**src/rtl/hif_pkg.sv**
```systemverilog
// hif_pkg: shared types and constants for the host IO cycle arbiter.
//   hif_state_e     : arbiter FSM states
//   TGT_*           : one-hot target codes, bit order {mem, gra, crt, attr}
//   PORT_*          : even (index) address of each decoded VGA register pair
package hif_pkg;

  typedef enum logic [1:0] {
    StIdle,
    StIssue,
    StWait,
    StDone
  } hif_state_e;

  localparam logic [3:0] TGT_NONE = 4'b0000;
  localparam logic [3:0] TGT_ATTR = 4'b0001;
  localparam logic [3:0] TGT_CRT  = 4'b0010;
  localparam logic [3:0] TGT_GRA  = 4'b0100;
  localparam logic [3:0] TGT_MEM  = 4'b1000;

  localparam logic [15:0] PORT_ATTR      = 16'h03C0;
  localparam logic [15:0] PORT_MEM       = 16'h03C4;
  localparam logic [15:0] PORT_GRA       = 16'h03CE;
  localparam logic [15:0] PORT_CRT_MONO  = 16'h03B4;
  localparam logic [15:0] PORT_CRT_COLOR = 16'h03D4;

endpackage

```
**src/rtl/hif_io_arb_if.sv**
```systemverilog
// hif_io_arb_if: host request, target handshake and arbiter status signals.
//   master : host / target side (drives request fields and target ready_n)
//   slave  : arbiter side (drives busy, target select, strobe, done, err)
interface hif_io_arb_if;

  logic        h_io_req;
  logic        h_io_rd;
  logic        h_io_16;
  logic [15:0] h_io_addr;
  logic        c_misc_io_sel;
  logic        a_ready_n;
  logic        c_ready_n;
  logic        g_ready_n;
  logic        m_ready_n;

  logic        h_io_busy;
  logic [3:0]  io_tgt_sel;
  logic        io_strobe;
  logic        io_rd;
  logic [15:0] io_byte_addr;
  logic        io_hi_byte;
  logic        h_io_done;
  logic        h_io_err;

  modport master (
    output h_io_req, h_io_rd, h_io_16, h_io_addr, c_misc_io_sel,
    output a_ready_n, c_ready_n, g_ready_n, m_ready_n,
    input  h_io_busy, io_tgt_sel, io_strobe, io_rd, io_byte_addr, io_hi_byte,
    input  h_io_done, h_io_err
  );

  modport slave (
    input  h_io_req, h_io_rd, h_io_16, h_io_addr, c_misc_io_sel,
    input  a_ready_n, c_ready_n, g_ready_n, m_ready_n,
    output h_io_busy, io_tgt_sel, io_strobe, io_rd, io_byte_addr, io_hi_byte,
    output h_io_done, h_io_err
  );

endinterface

```
**src/rtl/hif_io_dec.sv**
```systemverilog
// hif_io_dec: combinational VGA IO port decoder.
//   addr_i        : byte address of the current sub-cycle
//   misc_io_sel_i : 1 = CRTC at 3Dx, 0 = CRTC at 3Bx
//   tgt_o         : one-hot target {mem, gra, crt, attr}, zero when unmapped
//   hit_o         : some target decoded
module hif_io_dec
  import hif_pkg::*;
(
  input  logic [15:0] addr_i,
  input  logic        misc_io_sel_i,
  output logic [3:0]  tgt_o,
  output logic        hit_o
);

  // Each target owns an index/data pair, so bit 0 is a don't-care.
  always_comb begin
    tgt_o = TGT_NONE;
    if (addr_i[15:1] == PORT_ATTR[15:1]) begin
      tgt_o = TGT_ATTR;
    end else if (addr_i[15:1] == PORT_GRA[15:1]) begin
      tgt_o = TGT_GRA;
    end else if (addr_i[15:1] == PORT_MEM[15:1]) begin
      tgt_o = TGT_MEM;
    end else if (misc_io_sel_i && (addr_i[15:1] == PORT_CRT_COLOR[15:1])) begin
      tgt_o = TGT_CRT;
    end else if (!misc_io_sel_i && (addr_i[15:1] == PORT_CRT_MONO[15:1])) begin
      tgt_o = TGT_CRT;
    end
    hit_o = |tgt_o;
  end

endmodule

```
**src/rtl/hif_io_arb.sv**
```systemverilog
// hif_io_arb: host IO cycle arbiter/sequencer.
// Latches one host IO request, decodes it to a VGA target, strobes the target,
// waits for its ready_n and splits 16-bit cycles into low then high byte.
//   h_hclk  : clock, rising edge
//   h_reset : asynchronous active-high reset
//   bus     : hif_io_arb_if.slave (request in, target handshake, status out)
// Optional build macro HIF_IO_TIMEOUT_EN adds a WAIT-state watchdog that aborts
// after TIMEOUT_CYC cycles and flags h_io_err with h_io_done.
module hif_io_arb
  import hif_pkg::*;
#(
  parameter int unsigned TIMEOUT_CYC = 64
) (
  input logic         h_hclk,
  input logic         h_reset,
  hif_io_arb_if.slave bus
);

  if ((TIMEOUT_CYC < 2) || (TIMEOUT_CYC > 1024)) begin : g_bad_timeout
    $error("hif_io_arb: TIMEOUT_CYC must lie in 2..1024");
  end

  hif_state_e  state_q, state_d;
  logic        rd_q, rd_d;
  logic        is16_q, is16_d;
  logic [15:0] addr_q, addr_d;
  logic        hi_q, hi_d;
  logic [3:0]  tgt_q, tgt_d;

  logic [3:0]  dec_tgt;
  logic        dec_hit;
  logic        sel_ready;

`ifdef HIF_IO_TIMEOUT_EN
  localparam int unsigned CntW = $clog2(TIMEOUT_CYC);
  localparam logic [CntW-1:0] CntMax = CntW'(TIMEOUT_CYC - 1);
  logic [CntW-1:0] cnt_q, cnt_d;
  logic            err_q, err_d;
`endif

  // Decoder always sees the current byte address, so the high byte re-decodes.
  hif_io_dec u_dec (
    .addr_i        (addr_q),
    .misc_io_sel_i (bus.c_misc_io_sel),
    .tgt_o         (dec_tgt),
    .hit_o         (dec_hit)
  );

  // Only the selected target's ready is looked at; the others are masked off.
  assign sel_ready = |(tgt_q & ~{bus.m_ready_n, bus.g_ready_n, bus.c_ready_n, bus.a_ready_n});

  always_comb begin
    state_d = state_q;
    rd_d    = rd_q;
    is16_d  = is16_q;
    addr_d  = addr_q;
    hi_d    = hi_q;
    tgt_d   = tgt_q;
`ifdef HIF_IO_TIMEOUT_EN
    cnt_d   = cnt_q;
    err_d   = err_q;
`endif
    unique case (state_q)
      StIdle: begin
        if (bus.h_io_req) begin
          rd_d    = bus.h_io_rd;
          is16_d  = bus.h_io_16;
          addr_d  = bus.h_io_addr;
          hi_d    = 1'b0;
          state_d = StIssue;
`ifdef HIF_IO_TIMEOUT_EN
          err_d   = 1'b0;
`endif
        end
      end
      StIssue: begin
        if (dec_hit) begin
          tgt_d   = dec_tgt;
          state_d = StWait;
`ifdef HIF_IO_TIMEOUT_EN
          cnt_d   = '0;
`endif
        end else begin
          // Unmapped byte: no strobe, and any remaining half is skipped too.
          state_d = StDone;
        end
      end
      StWait: begin
        if (sel_ready) begin
          if (is16_q && !hi_q) begin
            hi_d    = 1'b1;
            addr_d  = addr_q + 16'd1;
            state_d = StIssue;
          end else begin
            state_d = StDone;
          end
        end
`ifdef HIF_IO_TIMEOUT_EN
        else if (cnt_q == CntMax) begin
          err_d   = 1'b1;
          state_d = StDone;
        end else begin
          cnt_d = cnt_q + 1'b1;
        end
`endif
      end
      StDone: begin
        state_d = StIdle;
      end
      default: begin
        state_d = StIdle;
      end
    endcase
  end

  always_ff @(posedge h_hclk or posedge h_reset) begin
    if (h_reset) begin
      state_q <= StIdle;
      rd_q    <= 1'b0;
      is16_q  <= 1'b0;
      addr_q  <= 16'h0000;
      hi_q    <= 1'b0;
      tgt_q   <= TGT_NONE;
`ifdef HIF_IO_TIMEOUT_EN
      cnt_q   <= '0;
      err_q   <= 1'b0;
`endif
    end else begin
      state_q <= state_d;
      rd_q    <= rd_d;
      is16_q  <= is16_d;
      addr_q  <= addr_d;
      hi_q    <= hi_d;
      tgt_q   <= tgt_d;
`ifdef HIF_IO_TIMEOUT_EN
      cnt_q   <= cnt_d;
      err_q   <= err_d;
`endif
    end
  end

  always_comb begin
    bus.io_tgt_sel = TGT_NONE;
    if (state_q == StIssue) begin
      bus.io_tgt_sel = dec_tgt;
    end else if (state_q == StWait) begin
      bus.io_tgt_sel = tgt_q;
    end
    bus.io_strobe    = (state_q == StIssue) && dec_hit;
    bus.io_rd        = rd_q;
    bus.io_byte_addr = addr_q;
    bus.io_hi_byte   = hi_q;
    bus.h_io_busy    = (state_q != StIdle);
    bus.h_io_done    = (state_q == StDone);
`ifdef HIF_IO_TIMEOUT_EN
    bus.h_io_err     = (state_q == StDone) && err_q;
`else
    bus.h_io_err     = 1'b0;
`endif
  end

endmodule
```
**src/flat_wrapper.sv**
```systemverilog
// flat-port wrapper written by rule: the top's interface ports become plain ports
module hif_io_arb_flat import hif_pkg::*;
#(
  parameter int unsigned TIMEOUT_CYC = 64
)
  (h_hclk, h_reset, bus_h_io_req, bus_h_io_rd, bus_h_io_16, bus_h_io_addr, bus_c_misc_io_sel, bus_a_ready_n, bus_c_ready_n, bus_g_ready_n, bus_m_ready_n, bus_h_io_busy, bus_io_tgt_sel, bus_io_strobe, bus_io_rd, bus_io_byte_addr, bus_io_hi_byte, bus_h_io_done, bus_h_io_err);
  hif_io_arb_if bus_i ();
  input logic h_hclk;
  input logic h_reset;
  input wire logic [$bits(bus_i.h_io_req)-1:0] bus_h_io_req;
  input wire logic [$bits(bus_i.h_io_rd)-1:0] bus_h_io_rd;
  input wire logic [$bits(bus_i.h_io_16)-1:0] bus_h_io_16;
  input wire logic [$bits(bus_i.h_io_addr)-1:0] bus_h_io_addr;
  input wire logic [$bits(bus_i.c_misc_io_sel)-1:0] bus_c_misc_io_sel;
  input wire logic [$bits(bus_i.a_ready_n)-1:0] bus_a_ready_n;
  input wire logic [$bits(bus_i.c_ready_n)-1:0] bus_c_ready_n;
  input wire logic [$bits(bus_i.g_ready_n)-1:0] bus_g_ready_n;
  input wire logic [$bits(bus_i.m_ready_n)-1:0] bus_m_ready_n;
  output wire logic [$bits(bus_i.h_io_busy)-1:0] bus_h_io_busy;
  output wire logic [$bits(bus_i.io_tgt_sel)-1:0] bus_io_tgt_sel;
  output wire logic [$bits(bus_i.io_strobe)-1:0] bus_io_strobe;
  output wire logic [$bits(bus_i.io_rd)-1:0] bus_io_rd;
  output wire logic [$bits(bus_i.io_byte_addr)-1:0] bus_io_byte_addr;
  output wire logic [$bits(bus_i.io_hi_byte)-1:0] bus_io_hi_byte;
  output wire logic [$bits(bus_i.h_io_done)-1:0] bus_h_io_done;
  output wire logic [$bits(bus_i.h_io_err)-1:0] bus_h_io_err;
  assign bus_i.h_io_req = bus_h_io_req;
  assign bus_i.h_io_rd = bus_h_io_rd;
  assign bus_i.h_io_16 = bus_h_io_16;
  assign bus_i.h_io_addr = bus_h_io_addr;
  assign bus_i.c_misc_io_sel = bus_c_misc_io_sel;
  assign bus_i.a_ready_n = bus_a_ready_n;
  assign bus_i.c_ready_n = bus_c_ready_n;
  assign bus_i.g_ready_n = bus_g_ready_n;
  assign bus_i.m_ready_n = bus_m_ready_n;
  assign bus_h_io_busy = bus_i.h_io_busy;
  assign bus_io_tgt_sel = bus_i.io_tgt_sel;
  assign bus_io_strobe = bus_i.io_strobe;
  assign bus_io_rd = bus_i.io_rd;
  assign bus_io_byte_addr = bus_i.io_byte_addr;
  assign bus_io_hi_byte = bus_i.io_hi_byte;
  assign bus_h_io_done = bus_i.h_io_done;
  assign bus_h_io_err = bus_i.h_io_err;
  hif_io_arb #(.TIMEOUT_CYC(TIMEOUT_CYC)) u_core (.h_hclk(h_hclk), .h_reset(h_reset), .bus(bus_i));
endmodule
```
**config.mk**
```make
export PLATFORM = sky130hd
export DESIGN_NAME = hif_io_arb_flat
export DESIGN_NICKNAME = d
export VERILOG_FILES = /design/src/rtl/hif_pkg.sv /design/src/rtl/hif_io_arb_if.sv /design/src/rtl/hif_io_dec.sv /design/src/rtl/hif_io_arb.sv /design/src/flat_wrapper.sv
export SDC_FILE = /design/constraint.sdc
export NUM_CORES = 1
export LEC_CHECK = 0
export ABC_AREA = 1
export CAP_MARGIN = 20
export CORE_MARGIN = 4
export CORE_UTILIZATION = 50
export DETAILED_ROUTE_END_ITERATION = 10
export PLACE_DENSITY = 0.83
export SLEW_MARGIN = 20
export SYNTH_ARGS = -nofsm -noshare
export SYNTH_HDL_FRONTEND = slang
export SYNTH_HIERARCHICAL = 1
export SYNTH_SLANG_ARGS = --single-unit
```
**constraint.sdc**
```tcl
create_clock -name h_hclk -period 3.45 [get_ports h_hclk]
set_clock_uncertainty 0.2 [all_clocks]
set_input_delay 0.69 -clock h_hclk [delete_from_list [all_inputs] [get_ports h_hclk]]
set_output_delay 0.69 -clock h_hclk [all_outputs]
set_load 0.01 [all_outputs]
```
# Yosys cells after proc, flatten, opt, wreduce, memory -nomap -nowiden

Cells that the tools add are included.

Flip-flop bits (word level): 25
Bits of input ports: 26
Output and inout port bits: 26
Word-level logic and storage cells: 55

$add $sub $neg: 1
Equality and inequality tests: 11
Muxes and demuxes: 20
Bitwise gates (word level): 2
Reduce and logical (&&, ||, !) cells: 15

Operators with widths:

| operator                                             | number |
|---|---|
| equality test 15 x 9 -> 1 bit, second input constant | 5 |
| 2-to-1 mux 16 bit                                    | 3 |
| case mux 16 bit (2 select lines)                     | 1 |
| 2-to-1 mux 4 bit                                     | 5 |
| adder 16 x 1 -> 16 bit, second input constant        | 1 |
| 2-to-1 mux 2 bit                                     | 5 |
| case mux 2 bit (4 select lines)                      | 1 |
| OR reduction 4 bit                                   | 2 |
| AND reduction 2 bit                                  | 3 |
| AND 4 bit                                            | 1 |
| equality test 2 bit, second input constant           | 2 |
| logical AND 1 bit                                    | 4 |
| 2-to-1 mux 1 bit                                     | 4 |
| != test 2 x 1 -> 1 bit, second input constant        | 2 |
| inverter 4 bit                                       | 1 |
| AND reduction 4 bit                                  | 1 |
| nonzero test 2 bit                                   | 2 |
| equality test 2 x 1 -> 1 bit, second input constant  | 1 |
| zero test 1 bit                                      | 2 |
| zero test 2 bit                                      | 1 |
| != test 2 bit, second input constant                 | 1 |
| case mux 1 bit (2 select lines)                      | 1 |

# Logic depth before layout (Yosys ltp)

Gate-level depths: netlist of run 1.

Depth in word-level cells: 10
Gate-level depth with buffers: 10
Gate-level depth less buffers: 10

# Modules after synthesis

Netlist of run 1, hierarchy kept.

By module, submodules not included:

| module     | times used | cells each | area an instance (µm²) | sequential area each (µm²) |
|---|---|---|---|---|
| hif_io_arb | 1          | 265        | 1687.9                 | 625.6 |
| hif_io_dec | 1          | 41         | 175.2                  | 0.0 |

# Worst setup path before layout of run 1

Ideal clock, no wire load.

Path type: input to output
Start: input bus_c_misc_io_sel
End: output bus_io_strobe
Data arrival time: 1.314 ns
Data required time: 2.560 ns
Path slack: 1.246 ns
Stages: 6
Buffers on the path: 0
Path through: nand3_1 -> o21ai_1 -> nand3_1 -> nand4_1 -> inv_1 -> nor2_2

Cells in the longest elaborated chain, start to end: 9
Elaborated cells between the ends (all ways): 10
Classes of those cells: mux: 5; reduce/logical: 5

Ends and longest elaborated chain:

| element              | line               | source |
|---|---|---|
| start, declared      | flat_wrapper.sv:14 | `input wire logic [$bits(bus_i.c_misc_io_sel)-1:0] bus_c_misc_io_sel;` |
| zero test 1 bit      | hif_io_dec.sv:26   | `end else if (!misc_io_sel_i && (addr_i[15:1] == PORT_CRT_MONO[15:1])) begin` |
| logical AND 1 bit    | hif_io_dec.sv:26   |  |
| 2-to-1 mux 2 bit     | hif_io_dec.sv:26   |  |
| 2-to-1 mux 2 bit *   | hif_io_dec.sv:24   | `end else if (misc_io_sel_i && (addr_i[15:1] == PORT_CRT_COLOR[15:1])) begin` |
| 2-to-1 mux 4 bit *   | hif_io_dec.sv:22   | `end else if (addr_i[15:1] == PORT_MEM[15:1]) begin` |
| 2-to-1 mux 4 bit *   | hif_io_dec.sv:20   | `end else if (addr_i[15:1] == PORT_GRA[15:1]) begin` |
| 2-to-1 mux 4 bit *   | hif_io_dec.sv:18   | `if (addr_i[15:1] == PORT_ATTR[15:1]) begin` |
| OR reduction 4 bit * | hif_io_dec.sv:29   | `hit_o = \|tgt_o;` |
| via u_core.dec_hit   | hif_io_arb.sv:31   | `logic dec_hit;` |
| logical AND 1 bit *  | hif_io_arb.sv:149  | `bus.io_strobe = (state_q == StIssue) && dec_hit;` |
| end, declared        | flat_wrapper.sv:21 | `output wire logic [$bits(bus_i.io_strobe)-1:0] bus_io_strobe;` |

Mark *: on every way through the listed nets, which the timed path passes. The rest lies on a longest branch.

# Final worst setup path of run 1

Same ends and word-level chain as after synthesis.

==> results of run 1 <==
[kinds of logic after synthesis]
family          share of synthesized area (%)
simple gates                             45.1
buf+inv                                  12.1
compound gates                           7.72
flops                                    33.6
mux                                     0.604
fa+ha+maj                               0.671
other cells                             0.201
[metrics by stage]
step           power (mW)  cell area [µm²]
2_1_floorplan        1.32             1860
3_3_place_gp         1.69             2390
3_5_place_dp         1.72             2390
4_1_cts              1.90             2440
5_1_grt              2.08             2450
6_report             1.90             2450
[worst max-delay path by stage]
| stage | endpoint | from | cells after the start |
|---|---|---|---|
| floorplan | bus_io_strobe | bus_c_misc_io_sel | 6 |
| global placement | bus_io_strobe | bus_c_misc_io_sel | 8 |
| detailed placement | bus_io_strobe | bus_c_misc_io_sel | 8 |
| CTS | bus_io_strobe | bus_c_misc_io_sel | 8 |
| global route | bus_io_strobe | bus_c_misc_io_sel | 8 |
| finish | bus_io_strobe | bus_c_misc_io_sel | 8 |
[routing by layer]
metal,GRT usage (%),routed length [µm],vias to the layer above
met4,4.99,23,0
met1,24.0,2040,911
met5,0,0,-
met3,2.62,269,4
met2,34.2,2210,59
li1,-,-,1037
[synthesized netlist by cell type]
cell type    n  area share, %
nand2_4      1           0.60
nor2_2       4            1.3
nor2_1      41            8.3
inv_1       45            9.1
a21oi_1      2           0.54
nor2_4       2            1.2
buf_6        1           0.60
clkbuf_1     1           0.20
buf_4        2           0.81
conb_1       1           0.20
o21ai_2      1           0.47
o21ai_0     16            4.3
mux2_2       1           0.60
or2_2        2           0.67
inv_2        3           0.60
dfrtp_1     25             34
nand4_1      5            1.7
buf_2        3           0.81
nand3_1     25            6.7
nand2_1    111             22
nand3_2      2            1.1
nand3b_1     3            1.2
ha_1         1           0.67
o21ai_1      7            1.9
o211a_1      1           0.54
[power by group through the flow]
| stage | Combinational, mW | Clock, mW | Sequential [mW] |
|---|---|---|---|
| floorplan | 0.699 | 0 | 0.624 |
| detailed placement | 1.08 | 0 | 0.642 |
| global route | 1.21 | 0.197 | 0.671 |
| finish | 1.08 | 0.177 | 0.639 |
| global placement | 1.05 | 0 | 0.638 |
| CTS | 1.08 | 0.179 | 0.637 |
[flip-flops by register name (all words and copies together), names as in the netlist]
name                     flops
u_core/state_q               2
u_core/bus.io_rd             1
u_core/bus.io_hi_byte        1
u_core/tgt_q                 4
u_core/is16_q                1
u_core/bus.io_byte_addr     16
[cell type report]
| class | instances | area, µm² |
|---|---|---|
| flip-flops and latches | 25 | 626 |
| clock buffers | 3 | 41.3 |
| multi-input cells | 226 | 1010 |
| fillers | 325 | 1020 |
| clock inverters | 1 | 5.00 |
| repair buffers | 53 | 531 |
| inverters | 48 | 180 |
| well taps | 46 | 57.6 |
==> results.ini, run 1 <==
[clocking]
cts_setup_buffers = 0
htreeDepth = 1
post_cts_resized = 0
hold_buffers = 0
cts-root-buf = clkbuf_8
numCtsBuffers = 3
clk_latency_ps = 270
cts_tree = yes
clockBufferDepth = 2
clock_sinks = 25
clk_pin_slew_worst_paths_ps = 90

[sta]
worst_slack_ps = 275
setup_viol = 0
hold_viol_final = 0
fin_tns_setup_ps = 0
max_freq_ghz = 0.315
worstMarginPinSlew_ps = 550
fin_crit_ps = 3180
hold_ws_ps = 314
rsz0062_at_grt = no
slew_headroom_pct = 63.4
maxSlewViolCount = 0
period_share_pct = 92.0

[drt]
drt-vias-per-instance = 5.00
drc_errors = 0
avgRoutedWirePerCell_um = 11.3
wl_mm = 4.54
via_count = 2011
antenna_left = 0
drt_iter0_drc = 96
dr.pass1.iters = 4

[global_routing]
grt_pass1_wl_mm = 7.83
antenna_found_initial = 0
grt_overflow = 0
groute.usage.overall_pct = 19.1
grt_pass1_vias = 1842
grt_max_degree = 26

[placed_design]
gp_congestion = 0.853
io_buffer_count = 50
hpwlAfterDp_mm = 3.42
pre_cts_slack_ps = 268
place_inst = 397

[final_layout]
layout_common_cells = nand2_1 (111), clkdlybuf4s50_1 (50), inv_1 (44), nor2_1 (41)
area_growth_pct = 31.6
final_common_cell = nand2_1
utilization_pct = 70.7
fin_cells = 402
final_nets = 384
antennaDiodeCount = 0
layout-drive-gt1-share_pct = 6.46

[min_path]
hold_class = reg -> reg
min_delay_path_depth = 1
worstHoldStart = u_core/bus.io_rd
hold_path_end = u_core/bus.io_rd

[synth]
synth_seq_cells = 25
yosysWarnings = 6
syn_avg_cell_area_um2 = 6.09
synth-seq-area-share_pct = 33.6
syn_area_um2 = 1860
syn-num-nets = 333
synth_cell_types = 25
netlist_instances = 306

[power_and_ir_drop]
share_clk_of_total_power_pct = 9.3
switching_share_pct = 48.5
pwr-share-seq_pct = 33.7
pwr-share-comb_pct = 56.9
powerDensity_nw_per_um2 = 773
leakagePower_nw = 1.23
internal_power_mw = 0.976
ir_drop_mv = 0.469
p_sw_mw = 0.919

[floorplanning]
placementRows = 21
core_area_um2 = 3470
die_x_um = 69.0
die_h_um = 69.0
die_area_um2 = 4770
initial_core_util_pct = 53.7
boundaryPins = 52

[status]
outcome = finished, final reports clean

[critical_path]
critPathRequiredTime_ps = 2560
start_kind = input pin
end_kind = output port
critical_path.top_delay_family = buffers and inverters
worstRegToRegCells = 8
slowest_stage = clkdlybuf4s50_1
crit_type = in -> out
r2r_end = u_core/bus.io_byte_addr[10]
path_cells = clkdlybuf4s50_1 -> nand3_1 -> o21ai_1 -> nand3_1 -> nand4_1 -> inv_1 -> nor2_2 -> clkdlybuf4s50_1
worstPathMaxFanout = 2
regToRegStartpoint = u_core/state_q[1]
max_stage_delay_ps = 550
rrSetupSlack_ps = 1140
cp.arrival_ps = 2290
critPathBufInv = 3

[job]
maxCapViolCount = 0

Note: power is estimated with default switching activity, not from simulation.
==> inputs of run 2 (changes only) <==
--- a/config.mk
+++ b/config.mk
@@ -7,9 +7,12 @@
 export LEC_CHECK = 0
 export ABC_AREA = 1
 export CAP_MARGIN = 20
+export CORE_ASPECT_RATIO = 1.75
 export CORE_MARGIN = 4
 export CORE_UTILIZATION = 50
 export DETAILED_ROUTE_END_ITERATION = 10
+export HOLD_SLACK_MARGIN = 0.06
+export MAX_ROUTING_LAYER = met4
 export PLACE_DENSITY = 0.83
 export SLEW_MARGIN = 20
 export SYNTH_ARGS = -nofsm -noshare
==> run 2 against run 1 <==
Hold slack better by 3.6 ps. Worst setup slack improved by 9.4 ps. Sequential cell count did not move. Non-clock buffer count down 1. Clock-buffer cell count unchanged. Largest power group unchanged.
==> results.ini, run 2 (same netlist as run 1, synthesis figures left out) <==
[critical_path]
path_depth = 8  ; unchanged
critPathRequiredTime_ps = 2560  ; about the same
worstPathMaxFanout = 2  ; unchanged
endpoint = bus_io_strobe
regToRegStartpoint = u_core/state_q[1]
rrSetupSlack_ps = 1080  ; -60 ps
critical_path.top_delay_family = buffers and inverters
slowest_stage = clkdlybuf4s50_1
critPathBufInv = 3  ; unchanged
end_kind = output port
start_kind = input pin
max_stage_delay_ps = 540  ; about the same
timing.critical_path.from = bus_c_misc_io_sel
crit_type = in -> out
worstRegToRegCells = 7  ; -1
cp.arrival_ps = 2280  ; about the same
path_cells = clkdlybuf4s50_1 -> nand3_1 -> o21ai_1 -> nand3_1 -> nand4_1 -> inv_1 -> nor2_2 -> clkdlybuf4s50_1
r2r_end = u_core/bus.io_byte_addr[8]

[final_layout]
area_growth_pct = 31.0
final_nets = 383  ; -0.26%
antennaDiodeCount = 0  ; unchanged
layout_common_cells = nand2_1 (111), clkdlybuf4s50_1 (50), inv_1 (45), nor2_1 (41)
largest_register_ffs = 16  ; unchanged
layout-drive-gt1-share_pct = 6.20  ; -0.26 points
final_common_cell = nand2_1

[clocking]
hold_buffers = 0  ; unchanged
cts-root-buf = clkbuf_8
cts_setup_buffers = 0  ; unchanged
htreeDepth = 1  ; unchanged
cts_tree = yes
clk_latency_ps = 270  ; about the same
numCtsBuffers = 3  ; unchanged
clockBufferDepth = 2  ; unchanged
clock_sinks = 25  ; unchanged
clk_pin_slew_worst_paths_ps = 90  ; about the same
post_cts_resized = 0  ; unchanged

[min_path]
hold_class = reg -> reg

[placed_design]
io_buffer_count = 50  ; unchanged
hpwlAfterDp_mm = 3.77  ; +10%
gp_congestion = 0.876  ; +2.7%

[drt]
avgRoutedWirePerCell_um = 12.4  ; +10%
antenna_left = 0  ; unchanged
drt-vias-per-instance = 5.15  ; +3.0%
drc_errors = 0  ; unchanged
via_count = 2066  ; +2.7%
dr.pass1.iters = 5  ; +1
wl_mm = 4.98  ; +9.8%
drt_iter0_drc = 50  ; -48%

[sta]
setup_viol = 0  ; unchanged
period_share_pct = 91.8  ; -0.27 points
hold_ws_ps = 317  ; +3.56 ps
fin_tns_setup_ps = 0  ; unchanged
fin_crit_ps = 3170  ; -9.39 ps
slew_headroom_pct = 61.8  ; -1.5 points
maxSlewViolCount = 0  ; unchanged
hold_viol_final = 0  ; unchanged
worstMarginPinSlew_ps = 572  ; +23.0 ps
max_freq_ghz = 0.316  ; +0.30%
rsz0062_at_grt = no

[floorplanning]
die_x_um = 54.1  ; -22%
die_area_um2 = 4810  ; +0.82%
boundaryPins = 52  ; unchanged
initial_core_util_pct = 51.3  ; -2.4 points
placementRows = 29  ; +38%
core_area_um2 = 3630  ; +4.6%
die_h_um = 88.8  ; +29%

[global_routing]
grt_overflow = 0  ; unchanged
groute.usage.overall_pct = 22.9  ; +3.7 points
grt_max_degree = 26  ; unchanged
antenna_found_initial = 0  ; unchanged
grt_pass1_vias = 1908  ; +3.6%
grt_pass1_wl_mm = 8.09  ; +3.3%

[power_and_ir_drop]
leakagePower_nw = 1.22  ; -0.58%
p_total_mw = 1.90  ; about the same
ir_drop_mv = 0.432  ; -7.9%
powerDensity_nw_per_um2 = 777  ; +0.56%

[status]
outcome = finished, final reports clean

[job]
maxCapViolCount = 0  ; unchanged

-- run 2: changes by cell type in the layout (fill, tap and decap cells not counted) --
cell / change
clkinvlp_4: +1
inv_1: +1
clkinv_2: -1
clkinv_1: -1
buf_8: -1
-- run 2: per-layer routing --
layer | up-vias | wire length [µm] | part of all wire (%) | global-route usage (%)
met4 | 0 | 37 | 0.74 | 6.80
met1 | 974 | 2010 | 40 | 23.5
li1 | 1038 | - | - | -
met2 | 50 | 2780 | 56 | 43.8
met3 | 4 | 154 | 3.1 | 1.35
met5 | - | 0 | 0 | -
-- run 2: cell type report --
cell class,instances,area (µm²)
clock buffers,3,41.3
clock inverters,1,7.51
fillers,368,1190
inverters,48,180
multi-input cells,226,1010
flip-flops and latches,25,626
well taps,46,57.6
repair buffers,52,515
-- run 2: where the power goes --
part           total [mW]  switching, mW  internal, mW  leakage, nW
clock               0.183          0.101        0.0819       0.0217
sequential          0.643          0.224         0.418        0.311
combinational        1.07          0.604         0.467        0.886
-- run 2: worst min-delay path by stage --
stage | start | to | slack (ps) | cells past startpoint
after detailed placement | u_core/bus.io_rd | u_core/bus.io_rd | 300 | 1
after CTS | u_core/bus.io_rd | u_core/bus.io_rd | 320 | 1
after global placement | u_core/bus.io_rd | u_core/bus.io_rd | 290 | 1
after global routing | u_core/bus.io_rd | u_core/bus.io_rd | 350 | 1
final | u_core/bus.io_rd | u_core/bus.io_rd | 320 | 1
after floorplan | u_core/is16_q | u_core/is16_q | 290 | 2
-- run 2: metrics by stage --
stage                     cell area [µm²]  worst slack [ps]  instances  util, %
after global routing                 2440               138        401     67.2
after floorplan                      1860              1250        306        -
after CTS                            2440               276        401     67.2
after global placement               2390               305        397     65.9
after detailed placement             2390               284        397     65.9
final                                2440               284        401     67.2
-- run 2: worst register-to-register path: stages, from the launching register on --
cell and delay, ps:
dfrtp_1 720, nand2_4 240, inv_2 300, o21ai_2 110, nand3_2 330, inv_2 210
nand2_1 110, nand2_1 50
==> inputs of run 3 (changes only) <==
--- a/config.mk
+++ b/config.mk
@@ -9,13 +9,13 @@
 export CAP_MARGIN = 20
 export CORE_ASPECT_RATIO = 1.75
 export CORE_MARGIN = 4
-export CORE_UTILIZATION = 50
+export CORE_UTILIZATION = 52
 export DETAILED_ROUTE_END_ITERATION = 10
+export GPL_TIMING_DRIVEN = 0
 export HOLD_SLACK_MARGIN = 0.06
 export MAX_ROUTING_LAYER = met4
-export PLACE_DENSITY = 0.83
+export PLACE_DENSITY = 0.86
 export SLEW_MARGIN = 20
 export SYNTH_ARGS = -nofsm -noshare
 export SYNTH_HDL_FRONTEND = slang
-export SYNTH_HIERARCHICAL = 1
 export SYNTH_SLANG_ARGS = --single-unit
==> run 3 against run 2 <==
Utilization is 4.7 points higher. Register-to-register slack better by 490 ps. Critical path depth is 1 lower. Hold slack worse by 15 ps. Non-clock buffer count is 4 higher. Sequential share of layout area hardly changed. First-iteration DRC count is 50% higher. Area after synthesis is 1.1% lower. Power is 0.83% higher. Critical endpoint is now bus_io_tgt_sel[1]. Largest cell class unchanged. Largest power group unchanged.
==> results.ini, run 3 <==
[status]
outcome = finished, final reports clean

[global_routing]
groute.usage.overall_pct = 24.6  ; +1.7 points
grtUsageMet1_pct = 26.0  ; +2.5 points
use_met2_pct = 43.1  ; -0.74 points
grt_max_degree = 26  ; unchanged
grt_overflow = 0  ; unchanged
antenna_found_initial = 0  ; unchanged
grt-busiest-layer = met2
grt_pass1_wl_mm = 8.40  ; +3.8%
grt_pass1_vias = 2005  ; +5.1%
grt_use_met3_pct = 2.75  ; +1.4 points

[floorplanning]
initial_core_util_pct = 54.2  ; +2.9 points
die_h_um = 86.7  ; -2.3%
boundaryPins = 52  ; unchanged
die_area_um2 = 4600  ; -4.4%
placementRows = 28  ; -3.4%
core_area_um2 = 3400  ; -6.3%
die_x_um = 53.0  ; -2.1%

[sta]
setup_viol = 0  ; unchanged
max_freq_ghz = 0.312  ; -1.4%
hold_viol_final = 0  ; unchanged
period_share_pct = 93.0  ; +1.3 points
slew_headroom_pct = 35.9  ; -26 points
maxSlewViolCount = 0  ; unchanged
fin_crit_ps = 3210  ; +44.2 ps
rsz0062_at_grt = no
worstMarginPinSlew_ps = 956  ; +383 ps
worst_slack_ps = 240  ; -44.2 ps
fin_tns_setup_ps = 0  ; unchanged

[clocking]
post_cts_resized = 0  ; unchanged
clockBufferDepth = 2  ; unchanged
clk_pin_slew_worst_paths_ps = 90  ; about the same
hold_buffers = 0  ; unchanged
cts_setup_buffers = 0  ; unchanged
numCtsBuffers = 3  ; unchanged
clk_latency_ps = 270  ; about the same
cts_tree = yes
cts-root-buf = clkbuf_8
htreeDepth = 1  ; unchanged
clock_sinks = 25  ; unchanged

[drt]
avgRoutedWirePerCell_um = 12.6  ; +1.6%
dr.pass1.iters = 5  ; unchanged
wl_mm = 4.90  ; -1.7%
antenna_left = 0  ; unchanged
drt_iter0_drc = 75  ; +50%
via_count = 2043  ; -1.1%
drt-vias-per-instance = 5.27  ; +2.2%
drc_errors = 0  ; unchanged

[critical_path]
path_cells = clkdlybuf4s50_1 -> inv_1 -> nand2_1 -> nand2_1 -> nand3_1 -> o21ai_0 -> clkdlybuf4s50_1
critical_path.top_delay_family = buffers and inverters
critPathBufInv = 3  ; unchanged
slowest_stage = clkdlybuf4s50_1
timing.critical_path.from = bus_c_misc_io_sel
end_kind = output port
worstRegToRegCells = 11  ; +4
worstPathMaxFanout = 3  ; +1
rrSetupSlack_ps = 1570  ; +490 ps
max_stage_delay_ps = 590  ; +50 ps
start_kind = input pin
critPathRequiredTime_ps = 2560  ; about the same
path_depth = 7  ; -1
cp.arrival_ps = 2320  ; +40 ps
crit_type = in -> out
regToRegStartpoint = u_core.bus.io_byte_addr[6]

[synth]
yosysWarnings = 0  ; -6
synth-seq-area-share_pct = 34.0  ; +0.39 points
synth.most_common_cell = nand2_1
syn-num-nets = 316  ; -5.1%
synth_edf_count = 0  ; unchanged
synth_top_area_share_pct = 34.0  ; +0.39 points
synth_cell_types = 30  ; +20%
synth.area.top_cells = dfrtp_1 (34%), nand2_1 (21%), nor2_1 (8.2%)
synth_seq_cells = 25  ; unchanged
synthArstFlopShare_pct = 100  ; unchanged
netlist_instances = 289  ; -5.6%
syn_area_um2 = 1840  ; -1.1%
syn_avg_cell_area_um2 = 6.37  ; +4.7%
synth_flop_cell = dfrtp_1
yosys-top-cells-count = nand2_1 (102), nor2_1 (40), inv_1 (34)
synth.largest_area_cell = dfrtp_1

[min_path]
min_delay_path_depth = 2  ; +1
worstHoldStart = u_core.tgt_q[0]
hold_class = reg -> reg

[power_and_ir_drop]
switching_share_pct = 47.3  ; -1.7 points
p_sw_mw = 0.904  ; -2.7%
internal_power_mw = 1.01  ; +4.2%
share_clk_of_total_power_pct = 9.4  ; -0.3 points
pwr-share-seq_pct = 30.5  ; -3.4 points
ir_drop_mv = 0.476  ; +10%
leakagePower_nw = 1.19  ; -2.3%
pwr-share-comb_pct = 60.1  ; +3.7 points
powerDensity_nw_per_um2 = 783  ; +0.68%

[placed_design]
place_inst = 384  ; -3.3%
hpwlAfterDp_mm = 3.81  ; +1.3%
dpl_cell_area_um2 = 2400  ; +0.31%
io_buffer_count = 50  ; unchanged
gp_congestion = 0.903  ; +3.1%
pre_cts_slack_ps = 294  ; +9.69 ps

[job]
maxCapViolCount = 0  ; unchanged

[final_layout]
area_growth_pct = 32.7
final_common_cell = nand2_1
final_nets = 371  ; -3.1%
utilization_pct = 71.9  ; +4.7 points
fillers = 292  ; -21%
largest_register_ffs = 16  ; unchanged
fin_area_um2 = 2440  ; +0.15%
layout_common_cells = nand2_1 (102), clkdlybuf4s50_1 (50), nor2_1 (40), inv_1 (33), dfrtp_1 (25)
layout-drive-gt1-share_pct = 8.45  ; +2.3 points
fin_cells = 388  ; -3.2%
antennaDiodeCount = 0  ; unchanged

[run 3: final timing paths]
check / end
min in group asynchronous: u_core.bus.io_byte_addr[14]
min reg2reg: u_core.tgt_q[0]
min: u_core.tgt_q[0]
max: bus_io_tgt_sel[1]
max reg2reg: u_core.tgt_q[2]
max in group asynchronous: u_core.bus.io_byte_addr[10]
[run 3: stage by stage]
step	power, mW	hold slack [ps]
CTS	1.91	303
floorplan	1.28	242
detailed placement	1.74	282
global placement	1.71	256
finish	1.91	302
global route	2.09	340
[run 3: final cells by class]
| type | instances | area [µm²] | area share, % |
|---|---|---|---|
| buffer | 6 | 42.5 | 1.74 |
| sequential | 25 | 626 | 25.6 |
| inverter | 37 | 141 | 5.79 |
| clock buffer | 4 | 45.0 | 1.84 |
| multi-input combinational | 221 | 1030 | 42.2 |
| timing repair buffer | 50 | 500 | 20.5 |
| tap | 45 | 56.3 | 2.30 |
[run 3: layer usage]
metal	wire [µm]	part of all wire [%]
met3	226	4.6
met5	0	0
met1	1850	38
met2	2620	53
met4	200	4.1
[run 3: power groups by stage]
stage               Sequential (mW)  Clock, mW  Combinational (mW)
floorplan                     0.598          0               0.680
global placement              0.582          0                1.13
detailed placement            0.583          0                1.15
CTS                           0.579      0.180                1.16
global route                  0.609      0.194                1.28
finish                        0.583      0.180                1.15
[run 3: worst register-to-register path, delay by kind of cell (launching register included)]
| family | cells | cell delay (ps) |
|---|---|---|
| buffers and inverters | 1 | 120 |
| DFF | 1 | 430 |
| and+or+nand+nor | 10 | 1030 |
[run 3: logic make-up (layout without fill, tap and decap cells)]
| family | Yosys count | after routing | share of synthesized area, % |
|---|---|---|---|
| AND/OR/NAND/NOR | 185 | 185 | 42.9 |
| multiplexers | 1 | 1 | 0.611 |
| adder cells (fa/ha/maj) | 1 | 1 | 0.679 |
| AO/OA/AOI/OAI | 32 | 32 | 11.2 |
| XOR/XNOR | 1 | 1 | 0.476 |
| flip-flops | 25 | 25 | 34.0 |
| buffers and inverters | 43 | 97 | 9.99 |
| other | 1 | 1 | 0.204 |
